## src/rtl/serial_adder_pkg.sv

```systemverilog
// Shared constants and state encoding for the bit-serial adder.
package serial_arith_pkg;

    localparam int SA_DEFAULT_WIDTH = 8;

    typedef enum logic [1:0] {
        S_IDLE = 2'd0,
        S_RUN  = 2'd1,
        S_DONE = 2'd2
    } sa_state_e;

    localparam logic [1:0] ST_IDLE = 2'd0;
    localparam logic [1:0] ST_RUN  = 2'd1;
    localparam logic [1:0] ST_DONE = 2'd2;

endpackage

```

## src/rtl/serial_adder_if.sv

```systemverilog
// Request/result bundle of the serial adder; the sub wire exists only with SERIAL_ADDER_SUB_EN.
interface serial_adder_if #(
    parameter int WIDTH = serial_arith_pkg::SA_DEFAULT_WIDTH
);
    logic             start;
    logic [WIDTH-1:0] a;
    logic [WIDTH-1:0] b;
    logic             cin;
`ifdef SERIAL_ADDER_SUB_EN
    logic             sub;
`endif
    logic             busy;
    logic             done;
    logic [WIDTH-1:0] sum;
    logic             cout;

`ifdef SERIAL_ADDER_SUB_EN
    modport master (output start, a, b, cin, sub, input busy, done, sum, cout);
    modport slave  (input start, a, b, cin, sub, output busy, done, sum, cout);
`else
    modport master (output start, a, b, cin, input busy, done, sum, cout);
    modport slave  (input start, a, b, cin, output busy, done, sum, cout);
`endif
endinterface

```

## src/rtl/serial_adder_fa_cell.sv

```systemverilog
// Single combinational full-adder cell used by the serial datapath.
module fa_cell (
    input  logic x,
    input  logic y,
    input  logic ci,
    output logic s,
    output logic co
);
    assign s  = x ^ y ^ ci;
    assign co = (x & y) | (ci & (x ^ y));
endmodule

```

## src/rtl/serial_adder.sv

```systemverilog
// Bit-serial ripple adder, LSB first, one bit per clock through a single full-adder cell.
// Optional subtract/borrow mode is built when SERIAL_ADDER_SUB_EN is defined.
module serial_adder
    import serial_arith_pkg::*;
#(
    parameter int WIDTH = SA_DEFAULT_WIDTH
) (
    input  logic           clk,
    input  logic           rst,
    serial_adder_if.slave  bus
);
    localparam int               CNT_W = $clog2(WIDTH);
    localparam logic [CNT_W-1:0] LAST  = CNT_W'(WIDTH - 1);

    logic [1:0]       r_state;
    logic [CNT_W-1:0] r_cnt;
    logic [WIDTH-1:0] r_a_sh;
    logic [WIDTH-1:0] r_b_sh;
    logic [WIDTH-1:0] r_sum_sh;
    logic             r_carry;
    logic [WIDTH-1:0] r_sum;
    logic             r_cout;
    logic             r_sub;

    logic             w_sub_in;
    logic             w_y;
    logic             w_s;
    logic             w_co;
    logic [WIDTH-1:0] w_sum_next;

`ifdef SERIAL_ADDER_SUB_EN
    // Subtraction is a + ~b + ~cin; the final carry is the inverted borrow.
    assign w_sub_in = bus.sub;
    assign w_y      = r_b_sh[0] ^ r_sub;
`else
    assign w_sub_in = 1'b0;
    assign w_y      = r_b_sh[0];
`endif

    fa_cell u_fa (
        .x  (r_a_sh[0]),
        .y  (w_y),
        .ci (r_carry),
        .s  (w_s),
        .co (w_co)
    );

    assign w_sum_next = {w_s, r_sum_sh[WIDTH-1:1]};

    always_ff @(posedge clk) begin
        if (rst) begin
            r_state  <= ST_IDLE;
            r_cnt    <= '0;
            r_a_sh   <= '0;
            r_b_sh   <= '0;
            r_sum_sh <= '0;
            r_carry  <= 1'b0;
            r_sum    <= '0;
            r_cout   <= 1'b0;
            r_sub    <= 1'b0;
        end else begin
            case (r_state)
                ST_IDLE: begin
                    if (bus.start) begin
                        r_a_sh  <= bus.a;
                        r_b_sh  <= bus.b;
                        r_carry <= bus.cin ^ w_sub_in;
                        r_sub   <= w_sub_in;
                        r_cnt   <= '0;
                        r_state <= ST_RUN;
                    end
                end
                ST_RUN: begin
                    r_a_sh   <= r_a_sh >> 1;
                    r_b_sh   <= r_b_sh >> 1;
                    r_sum_sh <= w_sum_next;
                    r_carry  <= w_co;
                    r_cnt    <= r_cnt + 1'b1;
                    if (r_cnt == LAST) begin
                        r_sum   <= w_sum_next;
                        r_cout  <= w_co ^ r_sub;
                        r_cnt   <= '0;
                        r_state <= ST_DONE;
                    end
                end
                ST_DONE: r_state <= ST_IDLE;
                default: r_state <= ST_IDLE;
            endcase
        end
    end

    assign bus.busy = (r_state == ST_RUN) || (r_state == ST_DONE);
    assign bus.done = (r_state == ST_DONE);
    assign bus.sum  = r_sum;
    assign bus.cout = r_cout;

endmodule

```

## src/flat_wrapper.sv

```systemverilog
// flat-port wrapper written by rule: the top's interface ports become plain ports
module serial_adder_flat import serial_arith_pkg::*;
#(
    parameter int WIDTH = SA_DEFAULT_WIDTH
)
  (clk, rst, bus_start, bus_a, bus_b, bus_cin, bus_busy, bus_done, bus_sum, bus_cout);
  serial_adder_if #(.WIDTH(WIDTH)) bus_i ();
  input  logic clk;
  input  logic rst;
  input wire logic [$bits(bus_i.start)-1:0] bus_start;
  input wire logic [$bits(bus_i.a)-1:0] bus_a;
  input wire logic [$bits(bus_i.b)-1:0] bus_b;
  input wire logic [$bits(bus_i.cin)-1:0] bus_cin;
  output wire logic [$bits(bus_i.busy)-1:0] bus_busy;
  output wire logic [$bits(bus_i.done)-1:0] bus_done;
  output wire logic [$bits(bus_i.sum)-1:0] bus_sum;
  output wire logic [$bits(bus_i.cout)-1:0] bus_cout;
  assign bus_i.start = bus_start;
  assign bus_i.a = bus_a;
  assign bus_i.b = bus_b;
  assign bus_i.cin = bus_cin;
  assign bus_busy = bus_i.busy;
  assign bus_done = bus_i.done;
  assign bus_sum = bus_i.sum;
  assign bus_cout = bus_i.cout;
  serial_adder #(.WIDTH(WIDTH)) u_core (.clk(clk), .rst(rst), .bus(bus_i));
endmodule
```

## config.mk

```make
export PLATFORM = sky130hd
export DESIGN_NAME = serial_adder_flat
export DESIGN_NICKNAME = d
export VERILOG_FILES = /design/src/rtl/serial_adder_pkg.sv /design/src/rtl/serial_adder_if.sv /design/src/rtl/serial_adder_fa_cell.sv /design/src/rtl/serial_adder.sv /design/src/flat_wrapper.sv
export SDC_FILE = /design/constraint.sdc
export NUM_CORES = 1
export LEC_CHECK = 0
export CAP_MARGIN = 5
export CORE_UTILIZATION = 44
export CTS_CLUSTER_SIZE = 16
export DETAILED_ROUTE_END_ITERATION = 7
export HOLD_SLACK_MARGIN = 0.1
export PLACE_DENSITY = 0.7
export RECOVER_POWER = 50
export REMOVE_ABC_BUFFERS = 1
export SLEW_MARGIN = 20
export SYNTH_ARGS = -nofsm -noshare
export SYNTH_HDL_FRONTEND = slang
export SYNTH_SLANG_ARGS = --single-unit
```

## constraint.sdc

```tcl
create_clock -name clk -period 2.6 [get_ports clk]
set_input_delay 0.39 -clock clk [delete_from_list [all_inputs] [get_ports clk]]
set_output_delay 0.39 -clock clk [all_outputs]
set_load 0.02 [all_outputs]
```

Word level (Yosys, flattened, before mapping)
Cells that the tools add are included.
{"block": "op_classes", "n_reduce_logical": 6, "addsub": 1, "n_bitwise": 5, "n_eq_ne": 5, "mux": 12}
{"operator": "8-bit case mux with 2 select lines", "count": 2}
{"operator": "8-bit two-way mux", "count": 2}
{"operator": "3-bit two-way mux", "count": 2}
{"operator": "3-bit case mux with 2 select lines", "count": 1}
{"operator": "2-bit AND reduction", "count": 3}
{"operator": "2-bit two-way mux", "count": 2}
{"operator": "2-bit case mux with 2 select lines", "count": 1}
{"operator": "3-bit by 1-bit adder with 3-bit output (second input constant)", "count": 1}
{"operator": "3-bit == test (second input constant)", "count": 1}
{"operator": "1-bit AND", "count": 2}
{"operator": "2-bit by 1-bit == test with 1-bit output (second input constant)", "count": 1}
{"operator": "2-bit == test (second input constant)", "count": 1}
{"operator": "2-bit zero test", "count": 1}
{"operator": "2-bit by 1-bit != test with 1-bit output (second input constant)", "count": 1}
{"operator": "2-bit != test (second input constant)", "count": 1}
{"operator": "1-bit case mux with 2 select lines", "count": 1}
{"operator": "2-bit nonzero test", "count": 1}
{"operator": "1-bit XOR", "count": 2}
{"operator": "1-bit logical OR", "count": 1}
{"operator": "1-bit two-way mux", "count": 1}
{"operator": "1-bit bitwise OR", "count": 1}
{"block": "totals", "reg_bits": 39, "wordCells": 37, "inputBits": 20, "output_inout_bits": 11}

Logic depth before layout (Yosys ltp)
Gate-level depths: netlist of run 1.
{"block": "logic_depth", "word_depth": 4, "ltp_mapped": 7, "depth_no_buf": 5}

By module
Synthesis of run 1 repeated with hierarchy kept, for this count alone.
{"block": "unflattened", "hier_cells": 175, "area_unflattened_um2": 1750.4}
{"module": "serial_adder", "seq_area_each_um2": 760.7, "cells_each": 174, "instances": 1, "area_each_um2": 1730.4}
{"module": "fa_cell", "seq_area_each_um2": 0.0, "cells_each": 1, "instances": 1, "area_each_um2": 20.0}

Least setup slack after synthesis of run 1
OpenSTA, ideal clock, no wires.
{"block": "synth_timing", "path_type": "register -> register", "from": "register u_core.r_state[0]", "to": "register u_core.r_a_sh[1]", "setup_time_ns": 0.143, "path_buffers": 1, "synth_period_minus_slack_ns": 1.421, "required_ns": 2.457, "t_arrival_ns": 1.278, "stages_incl_launch_ff": 7, "setup_slack_ns": 1.179, "path_cell_list": "dfxtp_1 > inv_1 > ha_1 > mux2_4 > buf_2 > nor2_1 > a211oi_2"}
{"block": "synth_between", "elab_chain_cells": 3, "word_cells_on_any_way": 6, "cone_classes": "2 x eq/ne; 1 x mux; 3 x reduce/logical"}
{"item": "from (decl)", "line": "serial_adder.sv:15", "source": "logic [1:0] r_state;"}
{"item": "from (signal assigned)", "line": "serial_adder.sv:52", "source": "r_state <= ST_IDLE;"}
{"item": "from (signal assigned)", "line": "serial_adder.sv:70", "source": "r_state <= ST_RUN;"}
{"item": "from (signal assigned)", "line": "serial_adder.sv:83", "source": "r_state <= ST_DONE;"}
{"item": "2-bit by 1-bit == test with 1-bit output / 2-bit zero test (equally long branches)", "line": "serial_adder.sv:62", "source": "case (r_state)"}
{"item": "2-bit nonzero test (no source line) / 2-bit != test (equally long branches)"}
{"item": "2-bit AND reduction (no source line)"}
{"item": "to (signal assigned)", "line": "serial_adder.sv:65", "source": "r_a_sh <= bus.a;"}
{"item": "to (signal assigned)", "line": "serial_adder.sv:74", "source": "r_a_sh <= r_a_sh >> 1;"}
{"item": "to (decl)", "line": "serial_adder.sv:17", "source": "logic [WIDTH-1:0] r_a_sh;"}
Parallel ways exist; a longest one is shown, timed or not.
A chain may end at the register's enable or synchronous reset.

Worst setup path in the final report of run 1
{"block": "layout_timing", "from": "register u_core.r_state[0]", "to": "output bus_busy"}
{"block": "layout_between", "elab_chain_cells": 2, "word_cells_on_any_way": 3, "cone_classes": "2 x eq/ne; 1 x reduce/logical"}
{"item": "2-bit by 1-bit == test with 1-bit output / 2-bit == test (equally long branches)", "line": "serial_adder.sv:92", "source": "assign bus.busy = (r_state == ST_RUN) || (r_state == ST_DONE);"}
{"item": "1-bit logical OR (*)", "line": "serial_adder.sv:92"}
{"item": "to (decl)", "line": "flat_wrapper.sv:14", "source": "output wire logic [$bits(bus_i.busy)-1:0] bus_busy;"}
Every way passes the cells marked *; elsewhere a longest branch is shown, timed or not.

==> results.yml, run 1 <==
status:
  status: "finished clean"
route:
  ant_nets: 0
  via_per_inst: 5.192
  drt_iter0_markers: 37
  drc: 0
  wl_per_cell_um: 11.63
  dr.pass1.iters: 4
  num_vias: 1272
  wirelength_um: 2850
die:
  io_pins: 31
  initial_core_util_pct: 47.69
  die_x_um: 63.32
  core_area_um2: 3468
  die-area_um2: 4009
  die_y_um: 63.32
  row_count: 21
placement:
  place_congestion: 0.7273
  io_buffers: 30
  place_inst: 237
  placed_area_um2: 1971
  dpl.hpwl_um: 2049
worst_setup_path:
  worstPathRequired_ns: 2.21
  cp_top_family: "buffers and inverters"
  crit_chain: "inv_1 -> ha_1 -> clkdlybuf4s50_1"
  path_class: "reg2out"
  crit_arrival_ns: 1.59
  max_stage_delay_ns: 0.59
  critPathMaxFanout: 3
  setup.worst_path.start_class: "flip-flop"
  crit_buf_inv: 2
  endpoint_kind: "output port"
  cp_slowest_cell: "clkdlybuf4s50_1"
timing:
  setup_viol_count_final: 0
  hold_violations: 0
  maxSlewHeadroom_pct: 47.40
  fin_crit_sh_pct: 76.16
  rsz0062_at_grt: "no"
  final.setup.tns_ns: 0
  layout_min_cycle_time_ns: 1.980
  tightest_slew_ns: 0.7890
  fin_worst_skew_ns: 0.01011
  timing.fmax_ghz: 0.5050
  slew_viol_final: 0
global_routing:
  grt_antenna_before_repair: 0
  track_usage_pct: 15.54
  grt_first_pass_wirelength_um: 4940
  grt_pass1_vias: 1202
  grt_max_degree: 39
  gr-total-overflow: 0
cts:
  cts_tree: "yes"
  ctsHoldBuffers: 0
  cts_max_level: 2
  cts_setup_buffers: 0
  clk_latency_ns: 0.28
  numCtsBuffers: 5
  clockBufferDepth: 2
  cts_root_buffer: "clkbuf_8"
  clkTransAtPathRegs_ns: 0.07
  postCtsResizedCells: 0
  cts.sinks: 38
synth:
  ys_warn_count: 0
  synth_area_um2: 1654
  postSynthAreaPerCell_um2: 9.730
  ys_types: 23
  seq_area_frac_synth_pct: 45.99
  ys_seq_elements: 38
  syn_inst: 170
worst_hold_path:
  min_path_type: "reg2reg"
cells_and_area:
  layout_common_cells: "38 x dfxtp_1, 24 x nor2_1, 24 x clkdlybuf4s50_1"
  drive_gt1_share_pct: 10.05
  final_nets: 224
  n_antenna_cell: 0
  final_util_pct: 59.27
  stdcell_count: 245
  stdcell_area_um2: 2056
  area_delta_synth_final_pct: 24.28
  final_common_cell: "dfxtp_1"
pwr:
  p_leak_nw: 0.7666
  peakVddDrop_mv: 0.3512
  powerDensity_nw_per_um2: 606.5
flow_run:
  maxCapViolCount: 0
-- per-stage QoR --
step,total power (W),setup WS [ns],hold slack [ns]
2_1_floorplan,0.0007900,0.1938,0.4255
3_3_place_gp,0.0008549,0.9301,0.4415
3_5_place_dp,0.0008633,0.8467,0.4482
4_1_cts,0.001265,0.6071,0.4583
5_1_grt,0.001314,0.4967,0.4702
6_report,0.001247,0.6197,0.4518
-- report_power, final --
group	leakage [nW]	switching [W]	total, W	internal [W]
registers	0.310	0.0000199	0.000637	0.000617
clock network	0.0482	0.000187	0.000401	0.000214
logic	0.408	0.000109	0.000209	0.0000999
total	0.767	0.000316	0.00125	0.000931
-- kinds of logic after synthesis --
group / count (synthesis) / synth area share (%)
compound gates: 32 / 15.36
buf+inv: 15 / 4.690
simple gates: 55 / 14.15
mux: 24 / 14.83
flops: 38 / 45.99
fa+ha+maj: 6 / 4.992
-- path summary, 6_finish.rpt --
kind,from,endpoint,slack (ns),cells after the start
min reg2reg,u_core.bus.sum[3]$_SDFFE_PP0P_,u_core.bus.sum[3]$_SDFFE_PP0P_,0.45,2
min,u_core.bus.sum[3]$_SDFFE_PP0P_,u_core.bus.sum[3]$_SDFFE_PP0P_,0.45,2
max reg2reg,u_core.r_state[1]$_SDFFE_PP0P_,u_core.r_a_sh[1]$_SDFFE_PP0P_,0.65,5
max,u_core.r_state[0]$_SDFFE_PP0P_,bus_busy,0.62,3
-- flip-flops by register name, summed over array words and instances, names as in the netlist --
| signal | count |
|---|---|
| u_core.bus.sum | 8 |
| u_core.r_a_sh | 8 |
| u_core.r_b_sh | 8 |
| u_core.r_sum_sh | 7 |
| u_core.r_cnt | 3 |
| u_core.r_state | 2 |
| u_core.bus.cout | 1 |
| u_core.r_carry | 1 |
-- tightest hold or removal path, stage by stage, from the launching register on --
cell and delay, ns:
dfxtp_1 0.31, nand2_1 0.05, a21oi_1 0.05
-- layout make-up --
class / count / area (um2)
clock inverters: 1 / 5.005
well taps: 46 / 57.56
flip-flops and latches: 38 / 760.7
repair buffers: 33 / 319.1
fillers: 331 / 1413
clock buffers: 7 / 86.33
inverters: 3 / 11.26
multi-input cells: 117 / 815.8
-- Yosys cell counts --
cell	number	area share, %
dfxtp_1	38	46
nor2_1	24	5.4
mux2i_1	23	14
a21oi_1	15	4.5
nand2_1	14	3.2
nand3_1	12	3.6
a211oi_2	10	7.6
a211oi_1	6	2.7
clkbuf_1	6	1.4
ha_1	5	3.8
buf_4	3	1.4
buf_2	2	0.61
inv_1	2	0.45
a32oi_1	1	0.53
buf_6	1	0.68
fa_1	1	1.2
inv_2	1	0.23
mux2_4	1	0.91
nand2b_1	1	0.38
nor2b_1	1	0.38
nor3_1	1	0.30
or2b_1	1	0.45
or3_1	1	0.38
-- routing by layer --
metal  vias to the layer above  wire length [um]  GRT usage [%]
li1                        643                 -              -
met1                       591              1292          17.13
met2                        34              1383          27.55
met3                         4               140          4.348
met4                         0                34          6.818
met5                         -                 0              0
No activity file was read; power rests on OpenSTA's default activity.
==> run 2, diff against run 1 <==
clock period = 2.04 ns   (was 2.6 ns; I/O delays follow)
==> run 2 against run 1 <==
  * Sequential share of layout area is essentially flat
  * Total power grew 28%
  * Design area is essentially flat
  * Largest cell class unchanged
  * Combinational power grew 27%
  * Critical path depth is the same
  * Global-route usage grew 0.95 points
  * Via count grew 0.47%
  * Critical endpoint unchanged
  * Non-clock buffer count grew 1
  * Largest power group unchanged
  * Cell count grew 0.41%
  * Register-to-register slack lost 0.40 ns
  * First-iteration DRC count grew 110%
  * Clock power grew 29%
==> results.yml, run 2 (synthesized netlist as in run 1, its figures left out) <==
timing:
  fin_worst_skew_ns: 0.004489
  rsz0062_at_grt: "no"
  fin_crit_sh_pct: 92.92
  setup_viol_count_final: 0
  hold_violations: 0
  layout_min_cycle_time_ns: 1.896
  maxSlewHeadroom_pct: 56.89
  slew_viol_final: 0
  tightest_slew_ns: 0.6467
  timing.fmax_ghz: 0.5275
pwr:
  sw_frac_of_total_pct: 25.79
  peakVddDrop_mv: 0.4620
  p_leak_nw: 0.7768
  p_total_w: 0.001597
  combPwrFrac_pct: 16.7
  power_frac_seq_pct: 50.9
  power.switching_w: 0.0004120
  power_frac_clock_pct: 32.5
  powerDensity_nw_per_um2: 776.6
  p_int_w: 0.001185
global_routing:
  grt_first_pass_wirelength_um: 5154
  track_usage_pct: 16.49
  grt_max_degree: 39
  gr-total-overflow: 0
  grt_pass1_vias: 1246
  grt_antenna_before_repair: 0
cts:
  cts_tree: "yes"
  cts_setup_buffers: 0
  clockBufferDepth: 2
  clk_latency_ns: 0.29
  postCtsResizedCells: 0
  ctsHoldBuffers: 0
  clkTransAtPathRegs_ns: 0.07
  numCtsBuffers: 5
  cts.sinks: 38
  cts_root_buffer: "clkbuf_8"
  cts_max_level: 2
placement:
  io_buffers: 30
  place_inst: 238
  place_congestion: 0.7197
  dpl.hpwl_um: 2109
cells_and_area:
  final_util_pct: 59.31
  final_nets: 225
  n_antenna_cell: 0
  nFillCells: 329
  drive_gt1_share_pct: 11.00
  area_delta_synth_final_pct: 24.36
  layout_common_cells: "38 x dfxtp_1, 24 x nor2_1, 23 x mux2i_1"
  stdcell_count: 246
  final_common_cell: "dfxtp_1"
route:
  wirelength_um: 3001
  num_vias: 1278
  drt_iter0_markers: 76
  drc: 0
  wl_per_cell_um: 12.20
  dr.pass1.iters: 4
  via_per_inst: 5.195
  ant_nets: 0
die:
  io_pins: 31
  initial_core_util_pct: 47.69
  row_count: 21
  die-area_um2: 4009
  die_y_um: 63.32
  die_x_um: 63.32
  core_area_um2: 3468
worst_setup_path:
  setup.worst_path.start_class: "flip-flop"
  crit_arrival_ns: 1.59
  critPathMaxFanout: 3
  worstPathRequired_ns: 1.73
  r2r_setup_slack_ns: 0.25
  path_class: "reg2out"
  endpoint_kind: "output port"
status:
  status: "finished clean"
worst_hold_path:
  min_path_type: "reg2reg"
flow_run:
  maxCapViolCount: 0
[run 2: final cells by class]
class                           count  area, um2  area share, %
Inverter                            3      11.26         0.5474
Tap cell                           46      57.56          2.798
Multi-Input combinational cell    117      812.0          39.48
Timing Repair Buffer               34      324.1          15.75
Clock inverter                      1      5.005         0.2433
Sequential cell                    38      760.7          36.98
Clock buffer                        7      86.33          4.197
[run 2: critical path, cell delays in order (launching register included)]
cell	delay [ns]
dfxtp_1	0.36
inv_1	0.08
ha_1	0.28
clkdlybuf4s50_1	0.59
[run 2: metrics by stage]
stage	TNS, ns	hold slack (ns)	area (um2)	worst slack [ns]
after floorplan	-7.091	0.3706	1588	-0.3662
after detailed placement	0	0.4502	1978	0.3916
final	0	0.4559	2057	0.1443
after global placement	0	0.4409	1978	0.4522
after CTS	0	0.4605	2069	0.1209
after global routing	0	0.4732	2057	0.05976
[run 2: power by group through the flow]
stage	Sequential [W]	Combinational (W)	Clock [W]
floorplan	0.000822	0.000185	0
global placement	0.000827	0.000265	0
detailed placement	0.000829	0.000274	0
CTS	0.000812	0.000275	0.000543
global route	0.000819	0.000292	0.000580
finish	0.000813	0.000266	0.000518
[run 2: final timing paths]
| path | start | cells after the start | end |
|---|---|---|---|
| setup / recovery | u_core.r_state[0]$_SDFFE_PP0P_ | 3 | bus_busy |
| hold / removal | u_core.bus.sum[4]$_SDFFE_PP0P_ | 2 | u_core.bus.sum[4]$_SDFFE_PP0P_ |
| setup reg to reg | u_core.r_state[0]$_SDFFE_PP0P_ | 5 | u_core.r_b_sh[0]$_SDFFE_PP0P_ |
| hold reg to reg | u_core.bus.sum[4]$_SDFFE_PP0P_ | 2 | u_core.bus.sum[4]$_SDFFE_PP0P_ |
[run 2: layer usage]
metal	GRT usage [%]	vias to the layer above	wire, um
met5	0	-	0
met4	5.966	0	19
met3	6.522	2	137
met2	29.70	33	1530
met1	17.12	594	1314
li1	-	649	-
==> run 3, diff against run 2 <==
CAP_MARGIN = 0   (was 5)
SKIP_CTS_REPAIR_TIMING = 1   (was not set)
SLEW_MARGIN = not set   (was 20)
==> results of run 3 <==
Same layout as run 2: the final DEF is identical, and so are final timing and power.
